### config.mk
export PLATFORM = sky130hd
export DESIGN_NAME = line_ar_issuer
export DESIGN_NICKNAME = d
export VERILOG_FILES = /design/src/rtl/line_ar_issuer.sv
export SDC_FILE = /design/constraint.sdc
export NUM_CORES = 1
export LEC_CHECK = 0
export BUFFER_PORTS_ARGS = -buffer_cell sky130_fd_sc_hd__clkbuf_2
export CORE_MARGIN = 8
export CORE_UTILIZATION = 55
export DETAILED_ROUTE_END_ITERATION = 16
export MAX_ROUTING_LAYER = met4
export PLACE_DENSITY = 0.81
export SLEW_MARGIN = 20
export SYNTH_ARGS = -nofsm -noshare
export SYNTH_HDL_FRONTEND = slang
export SYNTH_SLANG_ARGS = --single-unit
### constraint.sdc
create_clock -name clk_i -period 4.2 [get_ports clk_i]
set_clock_uncertainty 0.2 [all_clocks]
set_input_delay 0.63 -clock clk_i [delete_from_list [all_inputs] [get_ports clk_i]]
set_output_delay 0.63 -clock clk_i [all_outputs]
set_load 0.05 [all_outputs]
### src/rtl/line_ar_issuer.sv
// Walks a frame line by line and turns offset/length descriptors into AXI read bursts.
// It tracks outstanding bursts and reports done once all data for the frame has returned.
module line_ar_issuer #(
    parameter int unsigned ADDR_W          = 32,
    parameter int unsigned DATA_W          = 64,
    parameter int unsigned MAX_OUTSTANDING = 8
) (
    input  logic              clk_i,
    input  logic              rst_i,
    input  logic              start_i,
    input  logic [ADDR_W-1:0] base_addr_i,
    input  logic [ADDR_W-1:0] stride_i,
    input  logic [15:0]       line_count_i,
    input  logic [ADDR_W-1:0] line_size_i,
    output logic              busy_o,
    output logic              done_o,
    output logic              new_line_o,
    output logic [ADDR_W-1:0] line_size_o,
    input  logic [ADDR_W-1:0] offset_i,
    input  logic [7:0]        burst_len_i,
    input  logic              valid_i,
    input  logic              last_i,
    output logic              ready_o,
    output logic [ADDR_W-1:0] m_araddr_o,
    output logic [7:0]        m_arlen_o,
    output logic [2:0]        m_arsize_o,
    output logic [1:0]        m_arburst_o,
    output logic              m_arvalid_o,
    input  logic              m_arready_i,
    input  logic              m_rvalid_i,
    input  logic              m_rready_i,
    input  logic              m_rlast_i
);

    localparam int unsigned    CntW   = $clog2(MAX_OUTSTANDING + 1);
    localparam logic [CntW-1:0] MaxOut = CntW'(MAX_OUTSTANDING);
    localparam logic [2:0]      ArSize = 3'($clog2(DATA_W / 8));

    typedef enum logic [1:0] {StIdle, StLine, StBurst, StDrain} state_e;

    state_e            state_q;
    logic [15:0]       line_idx_q;
    logic [15:0]       line_count_q;
    logic [ADDR_W-1:0] line_base_q;
    logic [ADDR_W-1:0] stride_q;
    logic [ADDR_W-1:0] line_size_q;
    logic [ADDR_W-1:0] araddr_q;
    logic [7:0]        arlen_q;
    logic              arvalid_q;
    logic              ar_last_q;
    logic [CntW-1:0]   outstanding_q;

    logic ar_hs;
    logic r_done;
    logic desc_hs;

    assign ar_hs   = arvalid_q && m_arready_i;
    assign r_done  = m_rvalid_i && m_rready_i && m_rlast_i;
    assign desc_hs = valid_i && ready_o;

    assign ready_o     = (state_q == StBurst) && !arvalid_q && (outstanding_q < MaxOut);
    assign busy_o      = (state_q != StIdle);
    assign new_line_o  = (state_q == StLine);
    // Done is taken on the same edge that returns the FSM to idle, so it lasts one cycle.
    assign done_o      = (state_q == StDrain) && (outstanding_q == '0);
    assign line_size_o = line_size_q;
    assign m_araddr_o  = araddr_q;
    assign m_arlen_o   = arlen_q;
    assign m_arvalid_o = arvalid_q;
    assign m_arsize_o  = ArSize;
    assign m_arburst_o = 2'b01;

    // Simultaneous issue and completion cancel; a stray rlast at zero is ignored.
    always_ff @(posedge clk_i) begin
        if (rst_i) begin
            outstanding_q <= '0;
        end else if (ar_hs && !r_done) begin
            outstanding_q <= outstanding_q + CntW'(1);
        end else if (r_done && !ar_hs && (outstanding_q != '0)) begin
            outstanding_q <= outstanding_q - CntW'(1);
        end
    end

    always_ff @(posedge clk_i) begin
        if (rst_i) begin
            state_q      <= StIdle;
            line_idx_q   <= '0;
            line_count_q <= '0;
            line_base_q  <= '0;
            stride_q     <= '0;
            line_size_q  <= '0;
            araddr_q     <= '0;
            arlen_q      <= '0;
            arvalid_q    <= 1'b0;
            ar_last_q    <= 1'b0;
        end else begin
            if (desc_hs) begin
                araddr_q  <= line_base_q + offset_i;
                arlen_q   <= burst_len_i;
                ar_last_q <= last_i;
                arvalid_q <= 1'b1;
            end else if (ar_hs) begin
                arvalid_q <= 1'b0;
            end

            unique case (state_q)
                StIdle: begin
                    if (start_i) begin
                        line_count_q <= line_count_i;
                        stride_q     <= stride_i;
                        line_size_q  <= line_size_i;
                        line_base_q  <= base_addr_i;
                        line_idx_q   <= '0;
                        state_q      <= (line_count_i == 16'd0) ? StDrain : StLine;
                    end
                end
                StLine: state_q <= StBurst;
                StBurst: begin
                    if (ar_hs && ar_last_q) begin
                        if (line_idx_q == line_count_q - 16'd1) begin
                            state_q <= StDrain;
                        end else begin
                            line_idx_q  <= line_idx_q + 16'd1;
                            line_base_q <= line_base_q + stride_q;
                            state_q     <= StLine;
                        end
                    end
                end
                StDrain: begin
                    if (outstanding_q == '0) begin
                        state_q <= StIdle;
                    end
                end
                default: state_q <= StIdle;
            endcase
        end
    end

endmodule

==> impl_metrics.env, run 1 <==
export IMPL_synth_area_leaders="dfxtp_1, nand2_1, a21oi_1, ha_1, xor2_1"
export IMPL_drv_slew=0
export IMPL_worst_pin_slew_ns=0.895
export IMPL_grt_max_degree=55
export IMPL_dp_hpwl_mm=23.4
export IMPL_holdWs_ns=0.199
export IMPL_clock_latency_ns=0.44
export IMPL_syn_cell_area_mm2=0.0105
export IMPL_synth_adder_area_share_pct=8.48
export IMPL_finalInstanceArea_mm2=0.0123
export IMPL_dpl_cell_count=1767
export IMPL_gr_usage_all_layers_pct=26.0
export IMPL_clockBufferDepth=2
export IMPL_mostFrequentLayoutCells="nand2_1, clkbuf_2, a21oi_1"
export IMPL_fin_crit_sh_pct=82.5
export IMPL_regArea_mm2=0.00352
export IMPL_drc=0
export IMPL_ir_drop_uv=329
export IMPL_crit_type="register to register"
export IMPL_num_vias=10400
export IMPL_post_synth_top_area_cell="dfxtp_1"
export IMPL_core_area_mm2=0.0187
export IMPL_synthArstFlopShare_pct=0
export IMPL_synth_seq_cells=176
export IMPL_synth_distinct_cells=67
export IMPL_power_leakage_nw=5.45
export IMPL_firstDrtPassIters=5
export IMPL_critPathMaxFanout=5
export IMPL_period_needed_ns=3.47
export IMPL_drive_gt1_share_pct=18.8
export IMPL_ys_flop_type="dfxtp_1"
export IMPL_n_fill_cell=1624
export IMPL_viasPerCell=5.80
export IMPL_die_area_mm2=0.0237
export IMPL_grt_antenna_before_repair=1
export IMPL_power_density_mw_per_mm2=425
export IMPL_wl_per_cell_um=17.1
export IMPL_cp_end_kind="register"
export IMPL_cts_tree="done"
export IMPL_clk_pin_slew_ns=0.08
export IMPL_final_setup_viol_count=0
export IMPL_instances_no_fill=1800
export IMPL_synthXorXnorAreaFrac_pct=6.62
export IMPL_area_growth_pct=17.6
export IMPL_slowest_stage="a41oi_1"
export IMPL_dpl_cell_area_mm2=0.0117
export IMPL_synth_top_family_by_area="compound AO/OA/AOI/OAI gates"
export IMPL_synth_edf_count=0
export IMPL_crit_chain="ha_1 -> a211oi_1 -> o21ai_0 -> a41oi_1 -> o221ai_1 -> a21oi_1 -> o21bai_1 -> xor2_1 -> nand2_1 -> a311oi_1"
export IMPL_synthMuxAreaShare_pct=0.766
export IMPL_cts_sinks=176
export IMPL_cts_root_buf="clkbuf_16"
export IMPL_status="finished, final reports clean"
export IMPL_h_tree_depth=4
export IMPL_crit_family="compound AO/OA/AOI/OAI gates"
export IMPL_die_h_um=154
export IMPL_initialDrtViolationCount=864
export IMPL_fin_nets=1782
export IMPL_cts_hold_fix_buffers=0
export IMPL_tns_ns=0
export IMPL_required_ns=4.34
export IMPL_routed_wl_mm=30.8
export IMPL_critPathLaunchType="register"
export IMPL_rows=50
export IMPL_critical_path_buf_inv_count=0
export IMPL_layout_commonest_cell="nand2_1"
export IMPL_ys_warn_count=0
export IMPL_seq_area_frac_synth_pct=33.7
export IMPL_pin_count=243
export IMPL_initial_core_util_pct=55.9
export IMPL_utilization_pct=65.7
export IMPL_port_buffer_count=237
export IMPL_synth_simple_area_share_pct=22.1
export IMPL_max_freq_mhz=289
export IMPL_grt_pass1_vias=9910
export IMPL_slowest_delay_ns=0.56
export IMPL_cts_resized=0
export IMPL_synth_compound_area_share_pct=23.5
export IMPL_overflow=0
export IMPL_hold_class="primary input to register"
export IMPL_cap_violations=0
export IMPL_slew_headroom_pct=39.8
export IMPL_post_cts_setup_buffers=0
export IMPL_syn_inst=1367
export IMPL_gp_congestion=0.988
export IMPL_arrival_ns=3.61
export IMPL_die_w_um=154
export IMPL_multi_input_area_mm2=0.00645
export IMPL_synth_top_cell_area_share_pct=33.7
export IMPL_hold_violations=0
export IMPL_avgSynthCellArea_um2=7.64
export IMPL_grt_pass1_wl_mm=49.6
export IMPL_ant_nets=0
export IMPL_rsz0062_at_grt="no"
export IMPL_cts_made_buffers=17
cells in the mapped netlist, types with 3 or more instances:
library cell and count:
nand2_1 291, nand3_1 34, nand3b_1 5, nand2b_1 7, buf_2 5, ha_1 66
or2_2 4, xor2_1 42, buf_6 4, a31oi_1 9, nor4_1 8, fa_1 3
o21a_1 11, clkbuf_1 66, nor2b_1 8, o21ai_0 44, xnor2_1 37, o31a_1 6
a21oi_1 187, or3_1 6, a21o_1 25, o211ai_1 13, and2_1 10, a211oi_1 23
buf_4 7, a22o_1 3, and3_1 12, inv_1 27, buf_1 5, o211a_1 3
mux2i_1 8, a221oi_1 3, nand4_1 19, a41oi_1 4, or4_1 3, o2111ai_1 5
o31ai_1 6, a311oi_1 13, dfxtp_1 176, nor3_1 25, a211o_1 3, nor2_1 88
o21bai_1 12
registers in the layout, indices dropped and copies added (netlist names):
name / flops
m_araddr_o: 32
outstanding_q: 4
stride_q: 32
line_idx_q: 16
line_size_o: 32
ar_last_q: 1
state_q: 2
line_base_q: 32
line_count_q: 16
m_arlen_o: 8
m_arvalid_o: 1
final cells by class:
cell class | instances | share of cell area, %
multi-input combinational | 1080 | 52.5
sequential | 176 | 28.7
inverter | 27 | 0.825
clock buffer | 18 | 3.49
antenna | 1 | 0.0204
tap | 234 | 2.38
timing repair buffer | 250 | 10.5
clock inverter | 14 | 1.62
per-stage QoR:
step                power [W]  setup WS [ns]
finish                0.00523          0.734
floorplan             0.00315          0.991
global placement      0.00351          0.806
CTS                   0.00523          0.738
global route          0.00548          0.448
detailed placement    0.00354          0.718
power by group:
| group | total (W) | internal, W | switching [W] |
|---|---|---|---|
| sequential | 0.00194 | 0.00180 | 0.000134 |
| clock | 0.00169 | 0.000962 | 0.000730 |
| combinational | 0.00159 | 0.000578 | 0.00102 |
| total | 0.00523 | 0.00334 | 0.00188 |
final timing paths:
check / start / cells after the start / slack [ns] / to
worst max-delay path: line_base_q[1] / 10 / 0.73 / line_base_q[25]
worst min register to register: m_araddr_o[9] / 2 / 0.25 / m_araddr_o[9]
worst min-delay path: line_size_i[11] / 3 / 0.20 / line_size_o[11]
worst max register to register: line_base_q[1] / 10 / 0.73 / line_base_q[25]
worst register-to-register path: cells and delay by family, from the launching register on:
| kind | cells | cell delay, ns |
|---|---|---|
| AOI/OAI and AO/OA | 7 | 2.30 |
| xor gates and xnor gates | 1 | 0.13 |
| adders and majority gates | 1 | 0.27 |
| DFF | 1 | 0.41 |
| and+or+nand+nor | 1 | 0.06 |
metal layers:
metal / track usage [%] / up-vias / routed length (µm)
li1: - / 5183 / -
met4: 10.1 / 0 / 871
met5: - / - / 0
met1: 32.4 / 4792 / 13700
met2: 42.0 / 409 / 14500
met3: 3.78 / 62 / 1800
logic make-up (layout without fill, tap and decap cells):
kind of cell	Yosys count	count (layout)
XOR/XNOR	79	79
adder cells (fa/ha/maj)	69	69
AO/OA/AOI/OAI	393	393
flip-flops	176	176
other	2	6
buffers and inverters	114	309
AND/OR/NAND/NOR	526	526
multiplexers	8	8
Power figures use the tool's default switching activity.
==> inputs of run 2 (changes only) <==
- CORE_UTILIZATION: 55 -> 50
- PLACE_DENSITY: 0.81 -> 0.78
- clock period: 4.2 -> 2.8 ns (I/O delays scaled with it)
==> impl_metrics.env, run 2 (synthesis gave the netlist of run 1 again) <==
export IMPL_intPower_w=0.00536
export IMPL_crit_type="register to register"
export IMPL_required_ns=2.88
export IMPL_ir_drop_uv=484
export IMPL_drv_slew=0
export IMPL_worst_pin_slew_ns=0.775
export IMPL_cp_end_kind="register"
export IMPL_drc=0
export IMPL_initialDrtViolationCount=953
export IMPL_max_freq_mhz=333
export IMPL_routed_wl_mm=35.5
export IMPL_power_density_mw_per_mm2=575
export IMPL_slew_headroom_pct=48.4
export IMPL_fin_crit_sh_pct=107
export IMPL_core_area_mm2=0.0208
export IMPL_layout_commonest_cell="nand2_1"
export IMPL_switching_share_pct=37.1
export IMPL_overflow=0
export IMPL_h_tree_depth=4
export IMPL_drive_gt1_share_pct=31.3
export IMPL_hold_class="primary input to register"
export IMPL_firstDrtPassIters=6
export IMPL_pwr_share_comb_pct=38.2
export IMPL_grt_pass1_vias=11300
export IMPL_die_h_um=161
export IMPL_pwr_share_seq_pct=33.9
export IMPL_dpl_cell_count=1937
export IMPL_pin_count=243
export IMPL_dp_hpwl_mm=25.3
export IMPL_cap_violations=0
export IMPL_clockBufferDepth=2
export IMPL_clock_latency_ns=0.44
export IMPL_initial_core_util_pct=50.3
export IMPL_grt_max_degree=155
export IMPL_num_vias=11600
export IMPL_instances_no_fill=2046
export IMPL_ant_nets=0
export IMPL_holdWs_ns=0.0106
export IMPL_arrival_ns=3.09
export IMPL_violations="setup timing"
export IMPL_grt_pass1_wl_mm=55.9
export IMPL_p_switching_w=0.00316
export IMPL_viasPerCell=5.67
export IMPL_fin_nets=1985
export IMPL_rsz0062_at_grt="yes"
export IMPL_power_leakage_nw=6.56
export IMPL_critPathLaunchType="register"
export IMPL_period_needed_ns=3.01
export IMPL_p_clk_share_pct=27.9
export IMPL_area_growth_pct=41.9
export IMPL_grt_antenna_before_repair=3
export IMPL_status="finished, violations left"
export IMPL_gr_usage_all_layers_pct=26.7
export IMPL_hold_violations=0
export IMPL_port_buffer_count=237
export IMPL_cts_root_buf="clkbuf_16"
export IMPL_mostFrequentLayoutCells="nand2_1, clkbuf_2, a21oi_1"
export IMPL_rows=53
export IMPL_cts_tree="done"
export IMPL_critPathMaxFanout=10
export IMPL_cts_made_buffers=17
export IMPL_final_setup_viol_count=52
export IMPL_cts_sinks=176
export IMPL_wl_per_cell_um=17.3
export IMPL_clk_pin_slew_ns=0.08
export IMPL_die_w_um=161
export IMPL_r2r_slack_ns=-0.21
export IMPL_n_fill_cell=1555
export IMPL_setup_ws_ns=-0.206
export IMPL_die_area_mm2=0.0258
export IMPL_gp_congestion=0.946
-- run 2: routing by layer --
metal | part of all wire (%) | up-vias | routed length [µm] | track usage (%)
met5 | 0 | - | 0 | -
met2 | 48 | 465 | 17200 | 44.0
li1 | - | 5597 | - | -
met4 | 3.3 | 0 | 1170 | 9.73
met1 | 42 | 5466 | 15000 | 32.2
met3 | 6.0 | 83 | 2110 | 4.68
-- run 2: worst max-delay path, cell delays in order, from the launching register on --
cell and delay [ns]:
dfxtp_2 0.33, inv_2 0.06, ha_4 0.12, or4b_4 0.54
nor2_4 0.12, a2111oi_2 0.07, nor3_2 0.21, nor4_2 0.08
buf_4 0.14, a211oi_4 0.23, buf_12 0.17, buf_12 0.14
buf_16 0.14, mux2i_4 0.22, nor2_1 0.06
-- run 2: cell type report --
type / instances / area [µm²] / share of cell area [%]
Clock inverter: 13 / 140 / 0.945
Inverter: 27 / 101 / 0.683
Clock buffer: 19 / 453 / 3.05
Timing Repair Buffer: 453 / 3130 / 21.1
Sequential cell: 176 / 3540 / 23.9
Tap cell: 275 / 344 / 2.32
Antenna cell: 3 / 7.51 / 0.0506
Multi-Input combinational cell: 1080 / 7120 / 48.0
-- run 2: path summary, 6_finish.rpt --
| kind | startpoint | to | depth (start not counted) |
|---|---|---|---|
| worst max register to register | line_count_q[1] | line_base_q[14] | 14 |
| worst min-delay path | burst_len_i[3] | m_arlen_o[3] | 3 |
| worst max-delay path | line_count_q[1] | line_base_q[14] | 14 |
| worst min register to register | m_araddr_o[6] | m_araddr_o[6] | 2 |
-- run 2: timing repair --
action / in CTS / in global routing
hold buffers: 54 / 0
gates cloned: 1 / 2
gates resized for setup: 62 / 62
hold endpoints to repair: 54 / 0
setup endpoints to repair: 55 / 65
pin swaps: 29 / 45
setup buffers: 12 / 6
-- run 2: through the flow --
| stage | worst slack (ns) | TNS [ns] | utilization (%) | area (µm²) | total power (W) |
|---|---|---|---|---|---|
| after global routing | -0.322 | -12.24 | 71.5 | 14800 | 0.00895 |
| after detailed placement | -0.378 | -8.73 | 62.1 | 12900 | 0.00572 |
| after floorplan | -0.143 | -0.173 | - | 10600 | 0.00476 |
| after global placement | -0.341 | -6.94 | 62.1 | 12900 | 0.00566 |
| after CTS | -0.185 | -5.16 | 69.4 | 14400 | 0.00830 |
| final | -0.206 | -4.93 | 71.5 | 14800 | 0.00853 |
-- run 2: power groups by stage --
stage	clock network [W]	registers, W	logic (W)
after global routing	0.00252	0.00291	0.00352
after CTS	0.00241	0.00288	0.00301
final	0.00238	0.00289	0.00326
after floorplan	0	0.00313	0.00163
after global placement	0	0.00292	0.00274
after detailed placement	0	0.00293	0.00280
==> inputs of run 3 (changes only) <==
--- a/constraint.sdc
+++ b/constraint.sdc
@@ -4,2 +4,2 @@
 set_output_delay 0.42 -clock clk_i [all_outputs]
-set_load 0.05 [all_outputs]
+set_load 0.1 [all_outputs]
==> impl_metrics.env, run 3 (synthesis gave the netlist of run 1 again) <==
export IMPL_status="finished, violations left"
export IMPL_violations="setup timing"
export IMPL_initialDrtViolationCount=848
export IMPL_initial_core_util_pct=50.3
export IMPL_routed_wl_met3_mm=2.23
export IMPL_hold_violations=0
export IMPL_grt_max_degree=75
export IMPL_cts_made_buffers=17
export IMPL_gr_usage_all_layers_pct=27.7
export IMPL_hold_class="primary input to register"
export IMPL_rr_worst_depth=14
export IMPL_die_w_um=161
export IMPL_gp_congestion=0.944
export IMPL_clock_latency_ns=0.45
export IMPL_core_area_mm2=0.0208
export IMPL_setup_ws_ns=-0.274
export IMPL_critPathMaxFanout=7
export IMPL_rsz0062_at_grt="yes"
export IMPL_drv_slew=0
export IMPL_grt_antenna_before_repair=5
export IMPL_arrival_ns=3.22
export IMPL_regArea_mm2=0.00354
export IMPL_fin_nets=2024
export IMPL_mostFrequentLayoutCells="nand2_1, clkbuf_2, a21oi_1"
export IMPL_cts_root_buf="clkbuf_16"
export IMPL_power_leakage_nw=6.78
export IMPL_rows=53
export IMPL_die_area_mm2=0.0258
export IMPL_max_freq_mhz=325
export IMPL_tns_ns=-9.59
export IMPL_viasPerCell=5.71
export IMPL_met1Wirelength_mm=15.4
export IMPL_h_tree_depth=4
export IMPL_grt_pass1_wl_mm=57.4
export IMPL_worst_pin_slew_ns=0.600
export IMPL_finalInstanceArea_mm2=0.0152
export IMPL_clockBufferDepth=2
export IMPL_slew_headroom_pct=60.1
export IMPL_num_vias=11900
export IMPL_clk_pin_slew_ns=0.07
export IMPL_n_fill_cell=1503
export IMPL_r2r_slack_ns=-0.27
export IMPL_area_growth_pct=45.6
export IMPL_firstDrtPassIters=6
export IMPL_met2WireLength_mm=18.1
export IMPL_r2r_start="line_count_q[1]"
export IMPL_grt_pass1_vias=11400
export IMPL_routed_wl_mm=37.7
export IMPL_ir_drop_uv=498
export IMPL_multi_input_area_mm2=0.00711
export IMPL_drc=0
export IMPL_final_setup_viol_count=57
export IMPL_ant_nets=0
export IMPL_cp_end_kind="register"
export IMPL_dp_hpwl_mm=26.5
export IMPL_die_h_um=161
export IMPL_drive_gt1_share_pct=32.8
export IMPL_min_from="burst_len_i[6]"
export IMPL_crit_type="register to register"
export IMPL_fin_crit_sh_pct=110
export IMPL_overflow=0
export IMPL_required_ns=2.95
export IMPL_period_needed_ns=3.07
export IMPL_port_buffer_count=237
export IMPL_hold_depth=3
export IMPL_wl_per_cell_um=18.1
export IMPL_utilization_pct=73.3
export IMPL_cts_tree="done"
export IMPL_dpl_cell_area_mm2=0.0131
export IMPL_cap_violations=0
export IMPL_rr_endpoint="line_base_q[25]"
export IMPL_holdWs_ns=0.00128
export IMPL_min_to="m_arlen_o[6]"
export IMPL_pin_count=243
export IMPL_cts_sinks=176
export IMPL_critPathLaunchType="register"
export IMPL_layout_commonest_cell="nand2_1"
export IMPL_routed_top_layer="met4"
export IMPL_power_density_mw_per_mm2=589
[run 3: changes by cell type in the layout (fill, tap and decap cells not counted), moves of 3 or more]
cell           before  now
dlygate4sd3_1      54   62
nor2_2              6    9
o21ai_2             5    2
dfxtp_1           168  163
nor2_1             78   74
a21oi_1           181  178
o21ai_0            32   36
o31ai_4             3    0
buf_4             145  170
clkbuf_16          19   22
dfxtp_2             5   11
[run 3: area by class of cell]
| cell class | instances | area share, % |
|---|---|---|
| Multi-Input combinational cell | 1080 | 46.8 |
| Sequential cell | 176 | 23.3 |
| Timing Repair Buffer | 492 | 23.2 |
| Clock buffer | 17 | 2.80 |
| Tap cell | 275 | 2.26 |
| Clock inverter | 15 | 0.921 |
| Inverter | 27 | 0.683 |
| Antenna cell | 5 | 0.0823 |
[run 3: worst max-delay path, cell delays in order (launching register included)]
cell and delay, ns:
dfxtp_2 0.33, inv_2 0.06, ha_4 0.12, or4b_4 0.52
buf_6 0.15, a2111oi_4 0.22, nor3_2 0.11, nor4_2 0.27
buf_4 0.17, a211oi_4 0.06, buf_12 0.16, buf_12 0.15
buf_6 0.11, buf_6 0.12, a311oi_1 0.22
[run 3: through the flow]
stage / setup WS, ns / std cells / power, W
floorplan: -0.131 / 1370 / 0.00508
CTS: -0.241 / 2067 / 0.00867
global route: -0.341 / 2087 / 0.00935
global placement: -0.316 / 1961 / 0.00605
finish: -0.274 / 2087 / 0.00896
detailed placement: -0.394 / 1961 / 0.00610
[run 3: metal layers]
| layer | GRT usage (%) | up-vias |
|---|---|---|
| met5 | - | - |
| met4 | 13.1 | 0 |
| met1 | 32.7 | 5568 |
| met2 | 45.7 | 519 |
| li1 | - | 5697 |
| met3 | 4.22 | 141 |
[run 3: repair_timing]
item / 4_1_cts / 5_1_grt
endpoints found under the hold margin: 62 / 0
resized for setup: 71 / 61
hold buffers: 62 / 0
endpoints found under the setup margin: 57 / 66
pin swaps: 53 / 55
buffers inserted: 12 / 10
gates cloned: 2 / 6
[run 3: worst max-delay path by stage]
| stage | from | end | depth (start not counted) |
|---|---|---|---|
| after floorplan | offset_i[0] | m_araddr_o[14] | 12 |
| after global placement | offset_i[0] | m_araddr_o[14] | 13 |
| after detailed placement | offset_i[0] | m_araddr_o[30] | 13 |
| after CTS | line_count_q[1] | line_base_q[25] | 14 |
| after global routing | line_count_q[1] | line_base_q[30] | 14 |
| final | line_count_q[1] | line_base_q[25] | 14 |
[run 3: report_power, final]
part	total [W]	switching [W]	internal, W
clock network	0.00234	0.00116	0.00118
registers	0.00290	0.000190	0.00271
logic	0.00372	0.00220	0.00152
